$ cat config.mk
export PLATFORM = sky130hd
export DESIGN_NAME = rv_wb_arbiter
export DESIGN_NICKNAME = d
export VERILOG_FILES = /design/src/rtl/rv_wb_arbiter.sv
export SDC_FILE = /design/constraint.sdc
export NUM_CORES = 1
export LEC_CHECK = 0
export ABC_AREA = 1
export BUFFER_PORTS_ARGS = -buffer_cell sky130_fd_sc_hd__buf_2
export CORE_AREA = 2 2 119 121
export DETAILED_ROUTE_END_ITERATION = 8
export DIE_AREA = 0 0 121 123
export PLACE_DENSITY = 0.79
export SETUP_SLACK_MARGIN = 0.1
export SLEW_MARGIN = 40
export SYNTH_ARGS = -nofsm -noshare
export SYNTH_HDL_FRONTEND = slang
export SYNTH_SLANG_ARGS = --single-unit
$ cat constraint.sdc
create_clock -name clk_i -period 3.8 [get_ports clk_i]
set_clock_uncertainty 0.15 [all_clocks]
set_input_delay 0 -clock clk_i [delete_from_list [all_inputs] [get_ports clk_i]]
set_output_delay 0 -clock clk_i [all_outputs]
set_load 0.03 [all_outputs]
$ cat src/rtl/rv_wb_arbiter.sv
// Round-robin write-back arbiter: merges per-unit completion ports onto one register-file write port.
// Define RV_WB_ARB_BYPASS_EN for a combinational (zero-latency) write path instead of the registered one.
module rv_wb_arbiter #(
  parameter int NUM_PORTS = 3,
  parameter int XLEN      = 64,
  parameter int FLEN      = 32,
  localparam int MaxLen   = (XLEN > FLEN) ? XLEN : FLEN
) (
  input  logic                        clk_i,
  input  logic                        arst_ni,
  input  logic [NUM_PORTS*6-1:0]      cmp_addr_i,
  input  logic [NUM_PORTS*MaxLen-1:0] cmp_data_i,
  input  logic [NUM_PORTS-1:0]        cmp_valid_i,
  output logic [NUM_PORTS-1:0]        cmp_ready_o,
  output logic [5:0]                  wr_addr_o,
  output logic [MaxLen-1:0]           wr_data_o,
  output logic                        wr_en_o,
  output logic [15:0]                 busy_cnt_o
);

  localparam int PtrW = $clog2(NUM_PORTS);
  localparam logic [PtrW:0] NumPortsW = (PtrW+1)'(NUM_PORTS);

  logic [PtrW-1:0]      rr_q, rr_d;
  logic [15:0]          busyCnt_q, busyCnt_d;
  logic [NUM_PORTS-1:0] grantVec;
  logic [PtrW-1:0]      winnerIdx;
  logic                 winnerFound;
  logic                 transfer;
  logic                 overflow;
  logic [3:0]           validCnt;
  logic [5:0]           selAddr;
  logic [MaxLen-1:0]    selData;
  logic [PtrW:0]        searchIdx;
  logic [PtrW:0]        nextPtr;

  // Search valid ports starting at rr_q with wrap; ready is held low while reset is asserted.
  always_comb begin
    grantVec    = '0;
    winnerIdx   = '0;
    winnerFound = 1'b0;
    searchIdx   = '0;
    for (int k = 0; k < NUM_PORTS; k++) begin
      searchIdx = {1'b0, rr_q} + (PtrW+1)'(k);
      if (searchIdx >= NumPortsW) begin
        searchIdx = searchIdx - NumPortsW;
      end
      if (!winnerFound && cmp_valid_i[searchIdx[PtrW-1:0]]) begin
        winnerFound = 1'b1;
        winnerIdx   = searchIdx[PtrW-1:0];
      end
    end
    if (winnerFound && arst_ni) begin
      grantVec[winnerIdx] = 1'b1;
    end
  end

  assign cmp_ready_o = grantVec;
  assign transfer    = |grantVec;

  always_comb begin
    selAddr  = '0;
    selData  = '0;
    validCnt = '0;
    for (int p = 0; p < NUM_PORTS; p++) begin
      validCnt = validCnt + 4'(cmp_valid_i[p]);
      if (grantVec[p]) begin
        selAddr = cmp_addr_i[p*6 +: 6];
        selData = cmp_data_i[p*MaxLen +: MaxLen];
      end
    end
  end

  // A cycle is busy when some valid port went unserved.
  always_comb begin
    overflow  = validCnt > {3'b000, transfer};
    busyCnt_d = busyCnt_q;
    if (overflow && (busyCnt_q != 16'hFFFF)) begin
      busyCnt_d = busyCnt_q + 16'd1;
    end
    nextPtr = {1'b0, winnerIdx} + {{PtrW{1'b0}}, 1'b1};
    if (nextPtr == NumPortsW) begin
      nextPtr = '0;
    end
    rr_d = transfer ? nextPtr[PtrW-1:0] : rr_q;
  end

  always_ff @(posedge clk_i or negedge arst_ni) begin
    if (!arst_ni) begin
      rr_q      <= '0;
      busyCnt_q <= '0;
    end else begin
      rr_q      <= rr_d;
      busyCnt_q <= busyCnt_d;
    end
  end

  assign busy_cnt_o = busyCnt_q;

`ifdef RV_WB_ARB_BYPASS_EN
  assign wr_addr_o = selAddr;
  assign wr_data_o = selData;
  assign wr_en_o   = transfer;
`else
  logic [5:0]        wrAddr_q, wrAddr_d;
  logic [MaxLen-1:0] wrData_q, wrData_d;
  logic              wrEn_q, wrEn_d;

  // Address and data only move on a transfer so idle cycles keep the last write visible.
  always_comb begin
    wrEn_d   = transfer;
    wrAddr_d = transfer ? selAddr : wrAddr_q;
    wrData_d = transfer ? selData : wrData_q;
  end

  always_ff @(posedge clk_i or negedge arst_ni) begin
    if (!arst_ni) begin
      wrEn_q   <= 1'b0;
      wrAddr_q <= '0;
      wrData_q <= '0;
    end else begin
      wrEn_q   <= wrEn_d;
      wrAddr_q <= wrAddr_d;
      wrData_q <= wrData_d;
    end
  end

  assign wr_addr_o = wrAddr_q;
  assign wr_data_o = wrData_q;
  assign wr_en_o   = wrEn_q;
`endif

endmodule

* Word level (Yosys, flattened, before mapping)
Cells that the tools add are included.
Word-level totals: output and inout port bits 90, input port bits 215, word-level logic and storage cells 58, register bits 89
Operators by class: equality and inequality tests 2, mux-type cells 25, order comparisons 9, add/sub/neg operators 9, reductions and logical operators 8
Operators with widths (count):
- $mux W64 | 3
- $mux W6 | 3
- $add A16 B1 Y16 const B | 1
- $ne A16 B16 Y1 const B | 1
- $mux W2 | 7
- $lt A2 B3 Y1 const B | 4
- $mux W1 | 7
- $add A2 B1 Y3 const B | 2
- $bmux W1 S2 | 3
- $ge A3 B2 Y1 const B | 2
- $sub A2 B2 Y2 const B | 3
- $logic_and A1 B1 Y1 | 5
- $add A2 B1 Y3 | 1
- $add A2 B2 Y3 const B | 1
- $eq A3 B2 Y1 const B | 1
- $gt A3 B1 Y1 | 1
- $mux W3 | 1
- $reduce_or A3 Y1 | 1
- $add A1 B1 Y2 | 1
- $demux W1 S2 | 1
- $ge A2 B1 Y1 const B | 1
- $ge A2 B2 Y1 const B | 1
- $logic_not A1 Y1 | 2

* Depth between registers and ports, before layout
Gate-level depths: netlist (run 1).
depth in word-level cells 19, gate-level depth with buffers 20, gate-level depth less buffers 20

* Worst setup path after synthesis (run 1)
No wires, ideal clock.
path kind flip-flop to flip-flop, start point reg rr_q[0], end point reg busyCnt_q[15] (netlist: busy_cnt_o[15]), path buffers 0, path slack 0.610 ns, arrival 2.960 ns, required time 3.570 ns, clock period less this slack 3.190 ns, stages on the path, launching flop included 19, library setup time 0.080 ns, cell sequence dfrtp_1 > inv_1 > ha_1 > inv_2 > nand3_1 > inv_2 > a21oi_2 > nand3b_1 > nand2_1 > inv_2 > nand3_2 > nand2_1 > ha_1 > o21bai_1 > nand2_1 > nor2_1 > nand3_1 > nor2_1 > xor2_1
On the way: longest elaborated chain between the ends 19, elaborated cells between the ends (all ways) 37, those cells by class 5 x add/sub; 6 x order compare; 18 x mux; 8 x reduce/logical
RTL lines:
- start, declared | RTL line 24 | logic [PtrW-1:0] rr_q, rr_d;
- start signal, assigned | RTL line 93 | rr_q <= rr_d;
- branches (longest 15 deep; another with $add A2 B1 Y3)
- $mux W3 (*) | RTL line 53 | if (winnerFound && arst_ni) begin
- $reduce_or A3 Y1 (*) | RTL line 59 | assign transfer = |grantVec;
- named net transfer | RTL line 29 | logic transfer;
- $gt A3 B1 Y1 (*) | RTL line 76 | overflow = validCnt > {3'b000, transfer};
- $logic_and A1 B1 Y1 (*) | RTL line 78 | if (overflow && (busyCnt_q != 16'hFFFF)) begin
- end signal, assigned | RTL line 94 | busyCnt_q <= busyCnt_d;
- end, declared | RTL line 25 | logic [15:0] busyCnt_q, busyCnt_d;
Mark *: on every way through the listed nets, which the timed path passes. The select of a mux whose other input is x is not followed. A chain may end at the register's enable or synchronous reset.

* Final worst setup path (run 1)
start point reg rr_q[0], end point reg wrData_q[61] (netlist: wr_data_o[61])
On the way: longest elaborated chain between the ends 19, elaborated cells between the ends (all ways) 38, those cells by class 5 x add/sub; 5 x order compare; 21 x mux; 7 x reduce/logical
RTL lines:
- branches (longest 15 deep; another with $add A2 B1 Y3)
- $mux W3 (*) | RTL line 53
- $mux W64 (3 in a row) | RTL line 67 | if (grantVec[p]) begin
- end signal, assigned | RTL line 124 | wrData_q <= wrData_d;
- end, declared | RTL line 106 | logic [MaxLen-1:0] wrData_q, wrData_d;
Mark *: on every way between the ends. The select of a mux whose other input is x is not followed.

==> results of run 1 <==
[per-layer routing]
layer  vias up  routed length, um
met1      3553               8810
met5         -                  0
met2       692              11400
met4         0               1700
met3       174               2750
li1       3289                  -
[through the flow]
stage	power, mW	hold WS [ns]
floorplan	5.10	-0.446
global placement	6.29	-0.0175
detailed placement	6.36	-0.0199
CTS	7.68	0.186
global route	8.39	0.245
finish	7.98	0.194
[worst max-delay path: cells and delay by family, from the launching register on]
| family | cells | cell delay [ns] |
|---|---|---|
| compound gates | 1 | 0.19 |
| fa+ha+maj | 1 | 0.38 |
| buf+inv | 6 | 1.49 |
| flops | 1 | 0.37 |
| simple gates | 6 | 0.82 |
[cell families after synthesis]
group	after synthesis	synth area share, %
AND/OR/NAND/NOR	426	44.2
buffers and inverters	90	7.43
flip-flops	89	42.9
XOR/XNOR	14	2.36
AO/OA/AOI/OAI	7	1.01
adder cells (fa/ha/maj)	7	1.83
multiplexers	1	0.217
[placed cells by master, fill, tap and decap left out, types with 4 or more instances in the layout]
cell,instances
nand2_1,100
nand3_1,86
nor2_1,10
dfrtp_1,89
buf_4,12
inv_2,6
clkbuf_16,9
nand2_2,6
ha_1,6
dlygate4sd3_1,196
inv_1,19
buf_2,303
nor3_1,4
xnor2_1,4
nand4_1,216
xor2_1,10
[registers in the layout (all words and copies together) (netlist names)]
signal / flops
busy_cnt_o: 16
rr_q: 2
wr_addr_o: 6
wr_data_o: 64
wr_en_o: 1
[layout make-up]
class / instances / area (um^2) / area share, %
clock buffer: 10 / 239 / 2.64
clock inverter: 6 / 66.3 / 0.733
inverter: 26 / 100 / 1.11
multi-input combinational: 455 / 2580 / 28.5
sequential: 89 / 2230 / 24.6
tap: 180 / 225 / 2.49
timing repair buffer: 513 / 3610 / 39.9
[where the power goes]
part	internal (mW)	total, mW	switching (mW)
clock network	0.530	0.913	0.382
logic	1.64	5.37	3.72
registers	1.42	1.70	0.272
[what timing repair did]
item,in CTS,in global routing
endpoints found under the hold margin,108,0
hold buffers,196,0
setup buffers,0,0
resized for setup,0,6
endpoints found under the setup margin,0,17
[final timing paths]
path | end | slack (ns) | depth (start not counted)
max in group asynchronous | wr_data_o[46]$_DFFE_PN0N_ | 2.22 | 4
max | wr_data_o[61]$_DFFE_PN0N_ | 0.30 | 14
min in group clk_i | busy_cnt_o[2]$_DFFE_PN0P_ | 0.26 | 5
min | wr_data_o[49]$_DFFE_PN0N_ | 0.19 | 3
min reg2reg | wr_data_o[16]$_DFFE_PN0N_ | 0.36 | 2
max reg2reg | wr_data_o[61]$_DFFE_PN0N_ | 0.30 | 14
==> results.txt, run 1 <==
CP Launch Type -> flip-flop
Syn Inst Count -> 634
crit end category -> flip-flop
Worst slew margin -> 41.2%
RSZ-0062 raised after global routing -> true
slowest stage delay, CP -> 0.66 ns
clock latency on the worst-skew pair -> 0.34 ns
post-synth top area cell -> dfrtp_1
worst vdd ir -> 810 uV
Clock transition at path regs -> 0.07 ns
GR peak layer -> met2
Max clock buf depth -> 2
Starting DRT DRC Count -> 780
Final period util -> 92.2%
first-pass GRT wire length -> 37800 um
Final Critical Period -> 3.50 ns
Setup CP Type -> reg -> reg
vias -> 7708
ant diodes -> 0
CTS tree -> done
M1 GR Usage -> 36.1%
Critical Path AT -> 3.63 ns
GRT met2 Usage -> 51.7%
routed vias/inst -> 6.03
initial antenna violation count -> 0
Power Dens Cells -> 882 nW/um^2
setup TNS -> 0 ns
largest net degree at the start of global routing -> 75
Final Max Tran Viols -> 0
top_reg_cell synth -> dfrtp_1
asr flop ratio synth -> 100%
# IOs -> 305
First-pass DRT Iterations -> 8
r2r startpoint -> rr_q[0]$_DFFE_PN0N_
Final WS setup -> 0.296 ns
top-area cell type share of the netlist area -> 42.9%
# DRC -> 0
FILL cells -> 960
count leader, synth -> nand4_1
overall routing resource usage -> 32.0%
Post-Syn Nets -> 856
total CTS buffers -> 9
Die H -> 123 um
most used cell, CP -> inv_2
fin util -> 66.5%
Crit Path Max Fanout -> 72
input/output buffers -> 304
placed inst area -> 6760 um^2
leakage power -> 4.38 nW
Sink Count -> 89
placer congestion estimate -> 0.909
flops & latches, synth -> 89
MaxCap Viol Count -> 0
fmax -> 0.285 GHz
Total Routed Length -> 24700 um
synth-to-layout area growth -> 74.4%
synth top area cells -> dfrtp_1 (43%), nand4_1 (26%), nand3_1 (8.3%), nand2_1 (7.3%), buf_2 (3.7%)
non-filler cells, final -> 1279
Layout Nets -> 1316
synth cell count leaders -> nand4_1 (216), nand2_1 (101), dfrtp_1 (89)
Worst-Margin Slew -> 0.882 ns
Critical Path RT -> 3.93 ns
Synth Cell Area -> 5190 um^2
Post-synth EDFFs -> 0
total gr overflow -> 0
CORE AREA -> 13600 um^2
dpl ws -> 0.354 ns
Ys Warns -> 0
DPL Wire Length -> 12400 um
post-DR wirelength/cell -> 19.3 um
Die Wd -> 121 um
layout cells sized above 1 -> 32.0%
starting density of the core -> 38.1%
Hold WC Path Type -> in -> async
crit-path cells -> inv_1, ha_1, inv_2, nand3_1, inv_2, a21oi_2, nand3b_1, nand2_1, inv_2, nand3_2, buf_4, nand3_1, nand4_1, dlygate4sd3_1
outcome -> complete, no violations
Root Driver -> clkbuf_16
Mean Syn Cell Area -> 8.18 um^2
Antenna Violating Nets Remaining -> 0
H-tree depth -> 3
final setup fails -> 0
final-report hold violation count -> 0
Crit. Startpoint -> rr_q[0]$_DFFE_PN0N_
Total Die Area -> 14900 um^2
Yosys cell types -> 25
met3 GRT Util -> 8.76%
Slowest-stage cell, CP -> buf_4
vias in the first global route -> 7819
row cnt -> 43
post-route cell area -> 9050 um^2
post-synthesis sequential area ratio -> 42.9%
placed insts -> 1067
No activity file was read; power rests on OpenSTA's default activity.
==> run 2: changes to the inputs <==
==> constraint.sdc (replaced) <==
create_clock -name clk_i -period 3.5 [get_ports clk_i]
set_clock_uncertainty 0.15 [all_clocks]
set_input_delay 0 -clock clk_i [delete_from_list [all_inputs] [get_ports clk_i]]
set_output_delay 0 -clock clk_i [all_outputs]
set_load 0.03 [all_outputs]
==> results.txt, run 2 (synthesized netlist as in run 1, its figures left out) <==
final-report hold violation count -> 0 (unchanged)
Die H -> 123 um (unchanged)
slowest stage delay, CP -> 0.56 ns (-0.10 ns)
First-pass DRT Iterations -> 7 (-1)
Setup CP Type -> reg -> reg
starting density of the core -> 38.1% (unchanged)
first-pass GRT wire length -> 33600 um (-11%)
CORE AREA -> 13600 um^2 (unchanged)
R2R Setup Slk -> 0.23 ns (-0.06 ns)
Worst-Margin Slew -> 0.696 ns (-0.185 ns)
Hold WC Path Type -> in -> async
# DRC -> 0 (unchanged)
FILL cells -> 1077 (+12%)
Critical Path RT -> 3.62 ns (-0.31 ns)
ant diodes -> 0 (unchanged)
layout cells sized above 1 -> 34.1% (+2.1 points)
CP Launch Type -> flip-flop
Starting DRT DRC Count -> 559 (-28%)
final setup fails -> 0 (unchanged)
DPL Wire Length -> 12400 um (+0.33%)
Total Routed Length -> 21700 um (-12%)
commonest non-fill, non-tap cells in the layout -> buf_2 (303), nand4_1 (216), dlygate4sd3_1 (144), nand2_1 (99), dfrtp_1 (88)
largest net degree at the start of global routing -> 142 (+89%)
leakage power -> 4.20 nW (-4.2%)
setup TNS -> 0 ns (unchanged)
overall routing resource usage -> 28.4% (-3.5 points)
input/output buffers -> 304 (unchanged)
Critical Path AT -> 3.39 ns (-0.24 ns)
initial antenna violation count -> 1 (+1)
vias in the first global route -> 6993 (-11%)
Antenna Violating Nets Remaining -> 0 (unchanged)
most used cell, CP -> nand2_1
placed inst area -> 6790 um^2 (+0.37%)
Sink Count -> 89 (unchanged)
crit end category -> flip-flop
Root Driver -> clkbuf_16
Final Max Tran Viols -> 0 (unchanged)
Die Wd -> 121 um (unchanged)
clock latency on the worst-skew pair -> 0.33 ns (about the same)
fmax -> 0.306 GHz (+7.3%)
MaxCap Viol Count -> 0 (unchanged)
Total Die Area -> 14900 um^2 (unchanged)
CTS tree -> done
# IOs -> 305 (unchanged)
Largest register FFs -> 64 (unchanged)
placer congestion estimate -> 0.952 (+4.8%)
Clock transition at path regs -> 0.06 ns (about the same)
Power Dens Cells -> 1110 nW/um^2 (+26%)
Max clock buf depth -> 2 (unchanged)
post-DR wirelength/cell -> 17.7 um (-8.4%)
post-route cell area -> 8580 um^2 (-5.2%)
synth-to-layout area growth -> 65.4%
most common cell after layout, fill and taps aside -> buf_2
Slowest-stage cell, CP -> dlygate4sd3_1
total CTS buffers -> 9 (unchanged)
total gr overflow -> 0 (unchanged)
outcome -> complete, no violations
worst vdd ir -> 703 uV (-13%)
routed vias/inst -> 5.81 (-3.5%)
H-tree depth -> 3 (unchanged)
RSZ-0062 raised after global routing -> true
Pwr Total -> 9.53 mW (+19%)
Crit Path Max Fanout -> 71 (-1.4%)
Final Critical Period -> 3.27 ns (-0.238 ns)
WHS -> 0.179 ns (-0.0144 ns)
Layout Nets -> 1264 (-4.0%)
Worst slew margin -> 53.6% (+12 points)
Setup Fix Bufs, Post-CTS -> 0 (unchanged)
Final period util -> 93.3% (+1.1 points)
vias -> 7134 (-7.4%)
crit-path cells -> inv_1, ha_2, inv_2, nand2_1, nand3_1, nand2_2, nand2_1, nand2_1, nand2_2, nor2_8, buf_6, nand4_1, nand4_1, dlygate4sd3_1
row cnt -> 43 (unchanged)
-- run 2: final cells by class --
cell class              count  area, um^2  area share, %
flip-flops and latches     89        2230           26.0
clock buffers              10         229           2.67
multi-input cells         455        2610           30.4
inverters                  26         100           1.17
repair buffers            461        3120           36.4
clock inverters             6        67.6          0.787
well taps                 180         225           2.62
-- run 2: report_power, final --
group	switching, mW	internal [mW]
Sequential	0.282	1.55
Clock	0.413	0.556
Combinational	4.13	2.61
Total	4.82	4.71
-- run 2: repair_timing --
action,in CTS,in global routing
resized for setup,0,14
endpoints found under the hold margin,111,0
hold buffers,144,0
setup endpoints to repair,0,74
-- run 2: worst paths after layout --
check | startpoint | end | cells past startpoint
worst min register to register | busy_cnt_o[15]$_DFFE_PN0P_ | busy_cnt_o[15]$_DFFE_PN0P_ | 1
worst min-delay path | arst_ni | wr_data_o[63]$_DFFE_PN0N_ | 3
worst max register to register | rr_q[1]$_DFFE_PN0N_ | wr_data_o[55]$_DFFE_PN0N_ | 14
worst max-delay path | rr_q[1]$_DFFE_PN0N_ | wr_data_o[55]$_DFFE_PN0N_ | 14
max in group asynchronous | arst_ni | rr_q[1]$_DFFE_PN0N_ | 4
min in group clk_i | cmp_valid_i[2] | busy_cnt_o[0]$_DFFE_PN0P_ | 5
-- run 2: per-stage QoR --
stage / worst slack (ns) / std cells / utilization [%]
6_report: 0.234 / 1227 / 63.0
4_1_cts: 0.117 / 1227 / 62.6
2_1_floorplan: 0.310 / 634 / -
3_5_place_dp: 0.211 / 1067 / 49.9
5_1_grt: 0.0612 / 1227 / 63.0
3_3_place_gp: 0.297 / 1067 / 49.9
-- run 2: routing by layer --
layer | routed length, um | share of wire (%) | GRT usage (%)
met4 | 1110 | 5.1 | 17.1
met5 | 17 | 0.078 | 0
met2 | 10600 | 49 | 48.8
met1 | 7760 | 36 | 32.2
met3 | 2190 | 10 | 6.87
-- run 2: worst max-delay path, delay by kind of cell (launching register included) --
kind	cells	cell delay [ns]
adder cells (fa/ha/maj)	1	0.22
buffers and inverters	4	1.16
flip-flops	1	0.44
AND/OR/NAND/NOR	9	1.14
==> run 3: changes to the inputs <==
--- a/config.mk
+++ b/config.mk
@@ -5,12 +5,11 @@
 export SDC_FILE = /design/constraint.sdc
 export NUM_CORES = 1
 export LEC_CHECK = 0
-export ABC_AREA = 1
 export BUFFER_PORTS_ARGS = -buffer_cell sky130_fd_sc_hd__buf_2
-export CORE_AREA = 2 2 119 121
+export CORE_AREA = 2 2 117 119
 export DETAILED_ROUTE_END_ITERATION = 8
-export DIE_AREA = 0 0 121 123
-export PLACE_DENSITY = 0.79
+export DIE_AREA = 0 0 119 121
+export PLACE_DENSITY = 0.8
 export SETUP_SLACK_MARGIN = 0.1
 export SLEW_MARGIN = 40
 export SYNTH_ARGS = -nofsm -noshare
==> results.txt, run 3 <==
outcome -> stopped before the end
halt point of the flow -> clock tree synthesis
First Err -> [ERROR RSZ-0060] Max buffer count reached.
Syn Inst Count -> 524 (-17%)
placer congestion estimate -> 0.843 (-12%)
DPL Wire Length -> 11500 um (-7.2%)
input/output buffers -> 304 (unchanged)
Hold-fix buffers, CTS -> 201 (+40%)
Synth Cell Area -> 5060 um^2 (-2.4%)
Yosys cell types -> 45 (+80%)
Die H -> 121 um (-1.6%)
H-tree depth -> 3 (unchanged)
asr flop ratio synth -> 100% (unchanged)
share of the synthesized area in compound gates (AO/OA/AOI/OAI) -> 39.7% (+39 points)
post-synthesis sequential area ratio -> 44.0% (+1.0 points)
Adder-Cell Fraction of Synth Area -> 1.88% (+0.044 points)
flops & latches, synth -> 89 (unchanged)
Mean Syn Cell Area -> 9.67 um^2 (+18%)
Ys Warns -> 0 (unchanged)
starting density of the core -> 38.7% (+0.60 points)
largest family of logic cells by synthesized area -> compound AO/OA/AOI/OAI gates
total CTS buffers -> 9 (unchanged)
Post-synth EDFFs -> 0 (unchanged)
post-synth top area cell -> dfrtp_1
Setup Fix Bufs, Post-CTS -> 4 (+4)
top_reg_cell synth -> dfrtp_1
PostCTS Resize Cnt -> 11 (+11)
mux share of post-synthesis cell area -> 1.09% (+0.87 points)
Sink Count -> 89 (unchanged)
synth cell count leaders -> a21oi_1 (145), dfrtp_1 (89), o21a_1 (71)
top-area cell type share of the netlist area -> 44.0% (+1.0 points)
# IOs -> 305 (unchanged)
row cnt -> 42 (-2.3%)
synth top area cells -> dfrtp_1 (44%), a21oi_1 (14%), o2bb2ai_1 (12%), o21a_1 (11%), buf_6 (2.0%)
Die Wd -> 119 um (-1.7%)
Synth Area in XOR/XNOR -> 2.42% (+0.057 points)
count leader, synth -> a21oi_1
Root Driver -> clkbuf_16
Post-Syn Nets -> 746 (-13%)
Max clock buf depth -> 2 (unchanged)
Simple-Gate Fraction of Synth Area -> 4.32% (-40 points)
-- run 3: cell types whose count changed after synthesis, sizes merged, moves of 7 or more --
cell / before / now
o21a: 0 / 72
buf: 38 / 25
xor2: 10 / 3
nand3: 87 / 4
nand2: 106 / 12
nand4: 216 / 5
a21oi: 1 / 145
xnor2: 4 / 11
inv: 26 / 11
o2bb2ai: 0 / 70
-- run 3: kinds of logic after synthesis --
| group | after synthesis |
|---|---|
| AOI/OAI and AO/OA | 306 |
| xor gates and xnor gates | 14 |
| adders and majority gates | 7 |
| buffers and inverters | 61 |
| DFF | 89 |
| muxes | 5 |
| and+or+nand+nor | 42 |
-- run 3: per-stage QoR --
step | area [um^2] | setup slack [ns] | cells
after detailed placement | 6820 | -0.0593 | 978
after global placement | 6820 | 0.0210 | 978
after floorplan | 5100 | -0.377 | 524
==> run 4: changes to the inputs <==
--- a/config.mk
+++ b/config.mk
@@ -6,11 +6,9 @@
 export NUM_CORES = 1
 export LEC_CHECK = 0
 export BUFFER_PORTS_ARGS = -buffer_cell sky130_fd_sc_hd__buf_2
-export CORE_AREA = 2 2 117 119
+export CORE_UTILIZATION = 30
 export DETAILED_ROUTE_END_ITERATION = 8
-export DIE_AREA = 0 0 119 121
-export PLACE_DENSITY = 0.8
-export SETUP_SLACK_MARGIN = 0.1
+export PLACE_DENSITY_LB_ADDON = 0.15
 export SLEW_MARGIN = 40
 export SYNTH_ARGS = -nofsm -noshare
 export SYNTH_HDL_FRONTEND = slang
==> results.txt, run 4 <==
input/output buffers -> 304 (unchanged)
outcome -> stopped before the end
Sink Count -> 89 (unchanged)
Max clock buf depth -> 2 (unchanged)
placed inst area -> 6890 um^2 (+0.97%)
PostCTS Resize Cnt -> 7 (-4)
Setup Fix Bufs, Post-CTS -> 1 (-3)
flops & latches, synth -> 89 (unchanged)
Die H -> 132 um (+9.0%)
Mean Syn Cell Area -> 9.67 um^2 (unchanged)
# IOs -> 305 (unchanged)
asr flop ratio synth -> 100% (unchanged)
post-synthesis sequential area ratio -> 44.0% (unchanged)
Yosys cell types -> 45 (unchanged)
Ys Warns -> 0 (unchanged)
Hold-fix buffers, CTS -> 209 (+4.0%)
Root Driver -> clkbuf_16
starting density of the core -> 30.7% (-8.1 points)
H-tree depth -> 3 (unchanged)
halt point of the flow -> clock tree synthesis
top-area cell type share of the netlist area -> 44.0% (unchanged)
row cnt -> 47 (+12%)
Post-synth EDFFs -> 0 (unchanged)
Post-Syn Nets -> 746 (unchanged)
Synth Cell Area -> 5060 um^2 (unchanged)
synth cell count leaders -> a21oi_1 (145), dfrtp_1 (89), o21a_1 (71)
count leader, synth -> a21oi_1
post-synth top area cell -> dfrtp_1
top_reg_cell synth -> dfrtp_1
total CTS buffers -> 9 (unchanged)
placer congestion estimate -> 0.865 (+2.6%)
synth top area cells -> dfrtp_1 (44%), a21oi_1 (14%), o2bb2ai_1 (12%), o21a_1 (11%), buf_6 (2.0%)
Die Wd -> 132 um (+11%)
DPL Wire Length -> 11900 um (+3.3%)
First Err -> [ERROR RSZ-0060] Max buffer count reached.
Syn Inst Count -> 524 (unchanged)
==> run 4: cell counts after synthesis <==
No cell type changed its count.
==> run 4: logic make-up after synthesis <==
group,synth area share [%]
AO/OA/AOI/OAI,39.7
flip-flops,44.0
buffers and inverters,6.57
adder cells (fa/ha/maj),1.88
AND/OR/NAND/NOR,4.32
XOR/XNOR,2.42
multiplexers,1.09
==> run 4: stage by stage <==
step	hold WS [ns]	instances	worst slack, ns
floorplan	-0.446	524	-0.378
global placement	-0.0167	1026	-0.0376
detailed placement	-0.00909	1026	-0.111
